$ cat src/rtl/shift_left_sched.sv
// Purpose: round-robin scheduler that shares one shift_left barrel shifter among R valid/ready requesters.
// Latency: 1 cycle from request accept to out_valid; sustains 1 result/cycle while out_ready stays high.
// Backpressure: while out_valid & ~out_ready every req_ready is 0 and out_c/out_id hold.
//
// Ports:
//   clk, rst_n          clock (rising edge) and asynchronous active-low reset
//   req_valid/req_ready per-requester handshake; req_ready is one-hot or zero
//   req_a, req_b        operand of requester i at [i*N +: N], shift amount at [i*S +: S]
//   out_valid/out_ready result handshake; out_c = shifted result, out_id = winner index
//   busy                out_valid | (|req_valid)
//   out_ovf             only when SHIFT_OVF_EN is defined: a set bit of a was shifted out
//
// Optional feature macro: SHIFT_OVF_EN (adds out_ovf and the overflow detect logic).

module shift_left #(
    parameter int N = 16,
    parameter int S = 4
) (
    input  logic [N-1:0] a,
    input  logic [S-1:0] b,
`ifdef SHIFT_OVF_EN
    output logic         ovf,
`endif
    output logic [N-1:0] c
);
    assign c = (32'(b) >= N) ? '0 : (a << b);

`ifdef SHIFT_OVF_EN
    // Bits at positions >= N-b leave the word. The all-ones mask shifted right by b
    // keeps the surviving bits; for b >= N it collapses to 0, so any set bit overflows.
    assign ovf = |(a & ~({N{1'b1}} >> b));
`endif
endmodule

module shift_left_sched #(
    parameter int N   = 16,
    parameter int S   = 4,
    parameter int R   = 2,
    localparam int IDW = $clog2(R)
) (
    input  logic           clk,
    input  logic           rst_n,
    input  logic [R-1:0]   req_valid,
    output logic [R-1:0]   req_ready,
    input  logic [R*N-1:0] req_a,
    input  logic [R*S-1:0] req_b,
    output logic           out_valid,
    input  logic           out_ready,
    output logic [N-1:0]   out_c,
    output logic [IDW-1:0] out_id,
`ifdef SHIFT_OVF_EN
    output logic           out_ovf,
`endif
    output logic           busy
);
    logic [IDW-1:0] rr_ptr;
    logic [IDW-1:0] win;
    logic [IDW-1:0] idx;
    logic           found;
    logic           can_load;
    logic           grant;
    logic [N-1:0]   sh_a;
    logic [S-1:0]   sh_b;
    logic [N-1:0]   sh_c;
`ifdef SHIFT_OVF_EN
    logic           sh_ovf;
`endif

    assign can_load = ~out_valid | out_ready;

    // Scan from rr_ptr, wrapping modulo R; the first valid requester wins.
    always_comb begin
        found = 1'b0;
        win   = '0;
        idx   = '0;
        for (int k = 0; k < R; k++) begin
            idx = IDW'((int'(rr_ptr) + k) % R);
            if (!found && req_valid[idx]) begin
                found = 1'b1;
                win   = idx;
            end
        end
    end

    // rst_n gating keeps req_ready low while reset is held.
    assign grant = found & can_load & rst_n;

    // Shifter operands come from the winner only; zero when nothing is granted.
    always_comb begin
        req_ready = '0;
        sh_a      = '0;
        sh_b      = '0;
        for (int i = 0; i < R; i++) begin
            if (grant && (win == IDW'(i))) begin
                req_ready[i] = 1'b1;
                sh_a         = req_a[i*N +: N];
                sh_b         = req_b[i*S +: S];
            end
        end
    end

    shift_left #(.N(N), .S(S)) u_shift (
        .a   (sh_a),
        .b   (sh_b),
`ifdef SHIFT_OVF_EN
        .ovf (sh_ovf),
`endif
        .c   (sh_c)
    );

    always_ff @(posedge clk or negedge rst_n) begin
        if (!rst_n) begin
            out_valid <= 1'b0;
            out_c     <= '0;
            out_id    <= '0;
            rr_ptr    <= '0;
`ifdef SHIFT_OVF_EN
            out_ovf   <= 1'b0;
`endif
        end else if (grant) begin
            out_valid <= 1'b1;
            out_c     <= sh_c;
            out_id    <= win;
            rr_ptr    <= IDW'((int'(win) + 1) % R);
`ifdef SHIFT_OVF_EN
            out_ovf   <= sh_ovf;
`endif
        end else if (out_ready) begin
            out_valid <= 1'b0;
        end
    end

    assign busy = out_valid | (|req_valid);
endmodule

$ cat config.mk
export PLATFORM = sky130hd
export DESIGN_NAME = shift_left_sched
export DESIGN_NICKNAME = d
export VERILOG_FILES = /design/src/rtl/shift_left_sched.sv
export SDC_FILE = /design/constraint.sdc
export NUM_CORES = 1
export LEC_CHECK = 0
export ABC_CLOCK_PERIOD_IN_PS = 2400
export BUFFER_PORTS_ARGS = -buffer_cell sky130_fd_sc_hd__buf_2
export CAP_MARGIN = 25
export CORE_MARGIN = 4
export CORE_UTILIZATION = 35
export CTS_BUF_LIST = sky130_fd_sc_hd__clkbuf_2
export DETAILED_ROUTE_END_ITERATION = 6
export GPL_ROUTABILITY_DRIVEN = 1
export PLACE_DENSITY = 0.68
export SKIP_CTS_REPAIR_TIMING = 1
export SYNTH_ARGS = -nofsm -noshare
export SYNTH_HDL_FRONTEND = slang
export SYNTH_SLANG_ARGS = --single-unit
$ cat constraint.sdc
create_clock -name clk -period 2.4 [get_ports clk]
set_input_delay 0.48 -clock clk [delete_from_list [all_inputs] [get_ports clk]]
set_output_delay 0.48 -clock clk [all_outputs]
set_load 0.01 [all_outputs]
-- Yosys cells after proc, flatten, opt, wreduce, memory -nomap -nowiden
Cells that the tools add are included.
- logic and storage cells: 37
- output and inout port bits: 21
- bits in registers: 19
- shift-type cells: 1
- mux-type cells: 16
- magnitude comparators: 2
- bitwise gates (word level): 6
- add/sub/neg operators: 2
- reductions and logical operators: 6
- operators with widths (cell ; count):
    $mux W16 ; 2
    $shl A16 B4 Y16 ; 1
    $mux W1 ; 12
    $mux W4 ; 2
    $lt A1 B2 Y1 const B ; 2
    $logic_and A1 B1 Y1 ; 3
    $add A1 B1 Y1 const B ; 2
    $and A1 B1 Y1 ; 2
    $not A1 Y1 ; 2
    $or A1 B1 Y1 ; 2
    $reduce_bool A2 Y1 ; 1
    $reduce_or A2 Y1 ; 1
    $logic_not A1 Y1 ; 1

-- Longest topological paths before layout
- word-level depth: 12
- depth in mapped cells: 10

-- By module
A second synthesis with hierarchy kept.
- cells, all modules: 152
- area, all modules: 1779.2 sq um
- modules (own cells, without submodules) (module ; times used ; cells an instance ; area an instance (sq um) ; sequential area each (sq um)):
    shift_left_sched ; 1 ; 73 ; 1019.7 ; 475.5
    shift_left ; 1 ; 79 ; 759.5 ; 0.0

-- Worst setup path after synthesis
Ideal clock, no wire load.
- path kind: input -> register
- start point: input port out_ready
- end point: register out_c[15]
- data arrival time: 2.014 ns
- data required time: 2.268 ns
- library setup time: 0.132 ns
- stages on the path: 9
- setup slack: 0.255 ns
- path buffers: 2
- path through: nand2b_4 and4_1 buf_2 a22o_4 buf_12 a221oi_2 o22ai_2 a2111oi_4 a211oi_2
- cells in the longest elaborated chain, start to end: 7
- elaborated cells between the ends (all ways): 10
- ends and longest elaborated chain (element ; RTL line ; RTL):
    start: declaration ; 48 ; input logic out_ready,
    $or A1 B1 Y1 (*) ; 69 ; assign can_load = ~out_valid | out_ready;
    $and A1 B1 Y1 (*) (2 in a row) ; 86 ; assign grant = found & can_load & rst_n;
    $logic_and A1 B1 Y1 ; 94 ; if (grant && (win == IDW'(i))) begin
    $mux W16 / $mux W4 (equally long branches) (2 in a row) ; 94 ;
    $shl A16 B4 Y16 ; 26 ; assign c = (32'(b) >= N) ? '0 : (a << b);
    end signal: assignment ; 114 ; out_c <= '0;
    end signal: assignment ; 122 ; out_c <= sh_c;
    end: declaration ; 49 ; output logic [N-1:0] out_c,
Mark *: on every way between the ends. The rest lies on a longest branch, timed or not.
A chain may end at the register's enable or synchronous reset.

-- Worst setup path after layout
- start point: register out_valid
- end point: register out_c[14]
- cells in the longest elaborated chain, start to end: 8
- elaborated cells between the ends (all ways): 11
- ends and longest elaborated chain (element ; RTL line ; RTL):
    start: declaration ; 47 ; output logic out_valid,
    start signal: assignment ; 113 ; out_valid <= 1'b0;
    start signal: assignment ; 121 ; out_valid <= 1'b1;
    start signal: assignment ; 129 ; out_valid <= 1'b0;
    $not A1 Y1 (*) ; 69 ;
    $or A1 B1 Y1 (*) ; 69 ;
    $and A1 B1 Y1 (*) (2 in a row) ; 86 ;
    $logic_and A1 B1 Y1 ; 94 ;
    $mux W16 / $mux W4 (equally long branches) (2 in a row) ; 94 ;
    $shl A16 B4 Y16 ; 26 ;
Marked as above.

==> reports/qor.yml <==
leakagePower_nw: 1.14
ys_seq_area_share_pct: 29.1
ys_types: 36
fmax_ghz: 0.444
path_class: "flop to flop"
fin_crit_sh_pct: 93.8
status: "complete, no violations"
r2r-start: "out_valid"
n_fill_cell: 454
antenna_found_initial: 0
rows: 24
yosys.area_share.simple_pct: 10.9
multi_input_area_um2: 1040
finalPower_mw: 1.12
fp.coreArea_um2: 4440
slowest_stage: "dfrtp_1"
clkLatencyLatePin_ps: 320
synth_ff_type: "dfrtp_1"
cts_tree: "yes"
fin_ws_ps: 149
synthCells: 165
cts.clk_slew.worst_paths_ps: 190
crit_end: "out_c[14]"
synth_nets: 210
initial_core_util_pct: 36.7
synthAdderAreaFrac_pct: 0
synth_xor_area_share_pct: 0
p_int_mw: 0.703
drv_slew: 0
place_area_um2: 2170
pwr-share-comb_pct: 47.8
switchingPower_mw: 0.415
dieWidth_um: 76.3
hold_path.class: "input port to async pin"
cp_max_fo: 14
ant_nets: 0
place.gp.congestion: 0.847
cts_buffers: 3
worstPathRequired_ps: 2630
pwr-share-clk_pct: 12.7
ir_drop_v: 0.000311
reg2reg_to: "out_c[14]"
synth_area_per_cell_um2: 9.89
fin_nets: 294
top_usage_layer: "met2"
vias: 1651
switching_share_pct: 37.1
die_h_um: 76.3
firstDrtPassIters: 5
crit_path_max_incr_delay_ps: 450
area_growth_pct: 34.4
grt_pass1_vias: 1695
setup_viol: 0
fin_skew_ps: 20.0
grt_max_degree: 23
routedWlPerCell_um: 15.2
overflow: 0
maxCapViolCount: 0
cp.arrival_ps: 2480
synth_compound_area_share_pct: 33.7
h-tree-depth: 1
grt_setup_unrepaired: "false"
grt.met2_usage_pct: 27.3
pin_count: 66
synthArstFlopShare_pct: 100
synth_top_family_by_area: "compound AO/OA/AOI/OAI gates"
power.density_nw_per_um2: 510
layout_min_cycle_time_ps: 2250
place_inst: 296
seq_area_um2: 475
setup.worst_path.start: "out_valid"
grtUsageTotal_pct: 16.0
final-hold-violation-count: 0
slew_headroom_pct: 76.9
ff2ff_path_depth: 9
cp-start-kind: "flop"
met3_usage_pct: 3.78
cts_root_buf: "clkbuf_2"
port_buffers: 65
netlist_area_um2: 1630
ys_seq_elements: 19
tightest_slew_ps: 336
ff2ff_setup_slack_ps: 150
first_iter_violations: 109
yosys_warnings: 0
met1_usage_pct: 21.2
drive_above_1_share_pct: 44.4
synth_edf_count: 0
fin_setup_tns_ps: 0
postLayoutCellArea_um2: 2190
crit_chain: "nand2b_4, and4_1, buf_4, buf_4, a22o_1, buf_12, mux2i_1, mux2i_1, a22oi_1"
drc: 0
hpwl_mm: 3.76
final_cells: 300
cts_num_sinks: 19
sequentialPowerShare_pct: 39.5
via_per_inst: 5.50
diodes: 0
grt_pass1_wl_mm: 7.81
critPathCaptureType: "flop"
place_ws_ps: 7.58
synthMuxAreaShare_pct: 19.3
wirelength_mm: 4.57
die_area_um2: 5820
cts_buffer_depth: 2
metal layers:
metal / part of all wire (%) / wire (um) / vias to the layer above
met4: 0.18 / 8 / 0
li1: - / - / 809
met5: 0 / 0 / -
met1: 45 / 2040 / 780
met2: 49 / 2230 / 60
met3: 6.3 / 287 / 2
power by group through the flow:
stage          sequential (mW)  combinational [mW]  clock [mW]
2_1_floorplan            0.477               0.279           0
3_3_place_gp             0.447               0.531           0
3_5_place_dp             0.447               0.538           0
4_1_cts                  0.441               0.539       0.146
5_1_grt                  0.451               0.589       0.159
6_report                 0.441               0.534       0.142
registers in the layout, indices dropped and copies added, names as in the netlist:
name,count
rr_ptr,1
out_c,16
out_id,1
out_valid,1
critical path: cells and delay by family, from the launching register on:
family          cells  cell delay, ps
buf+inv             3             510
simple gates        2             360
compound gates      2             470
mux                 2             370
flops               1             450
cells by family after synthesis:
group                  Yosys count
and+or+nand+nor                 39
DFF                             19
buffers and inverters           18
muxes                           29
AOI/OAI and AO/OA               60
through the flow:
stage	utilization (%)	hold slack (ps)
floorplan	-	184
global placement	48.8	465
detailed placement	48.8	482
CTS	49.3	119
global route	49.4	122
finish	49.4	116
synthesized netlist by cell type (all sizes together) (2+ instances only):
cell type / instances / area [um2]
buf: 11 / 87.6
nor2: 11 / 41.3
a21oi: 4 / 20.0
nor3: 4 / 20.0
nand3: 3 / 15.0
o22ai: 2 / 18.8
dfrtp: 19 / 475
a22oi: 10 / 116
a221oi: 3 / 32.5
mux2i: 29 / 315
inv: 4 / 15.0
o21ai: 9 / 45.0
a22o: 23 / 210
a222oi: 3 / 30.0
nand2: 16 / 60.1
clkbuf: 3 / 11.3
cell usage in the layout (no fill, tap or decap), types with 2 or more instances in the layout:
| cell | instances |
|---|---|
| a21oi_1 | 4 |
| a221oi_1 | 2 |
| a222oi_1 | 3 |
| a22o_1 | 20 |
| a22o_2 | 2 |
| a22oi_1 | 7 |
| a22oi_4 | 3 |
| buf_12 | 3 |
| buf_2 | 65 |
| buf_4 | 25 |
| clkbuf_2 | 4 |
| dfrtp_1 | 19 |
| inv_1 | 4 |
| mux2i_1 | 27 |
| mux2i_4 | 2 |
| nand2_1 | 16 |
| nand3_1 | 3 |
| nor2_1 | 11 |
| nor3_1 | 4 |
| o21ai_0 | 6 |
| o21ai_1 | 3 |
cell type report:
class,count,share of cell area [%]
repair buffers,93,26.1
clock buffers,4,0.913
multi-input cells,128,47.6
inverters,4,0.685
well taps,52,2.97
flip-flops and latches,19,21.7
worst min-delay path by stage:
stage              from   endpoint  cells after the start
4_1_cts           rst_n  out_c[15]                      2
5_1_grt           rst_n  out_c[12]                      2
6_report          rst_n  out_c[12]                      2
3_3_place_gp   out_c[6]   out_c[6]                      2
2_1_floorplan     rst_n   out_c[0]                      0
3_5_place_dp   out_c[7]   out_c[7]                      2
Note: power is estimated with default switching activity, not from simulation.
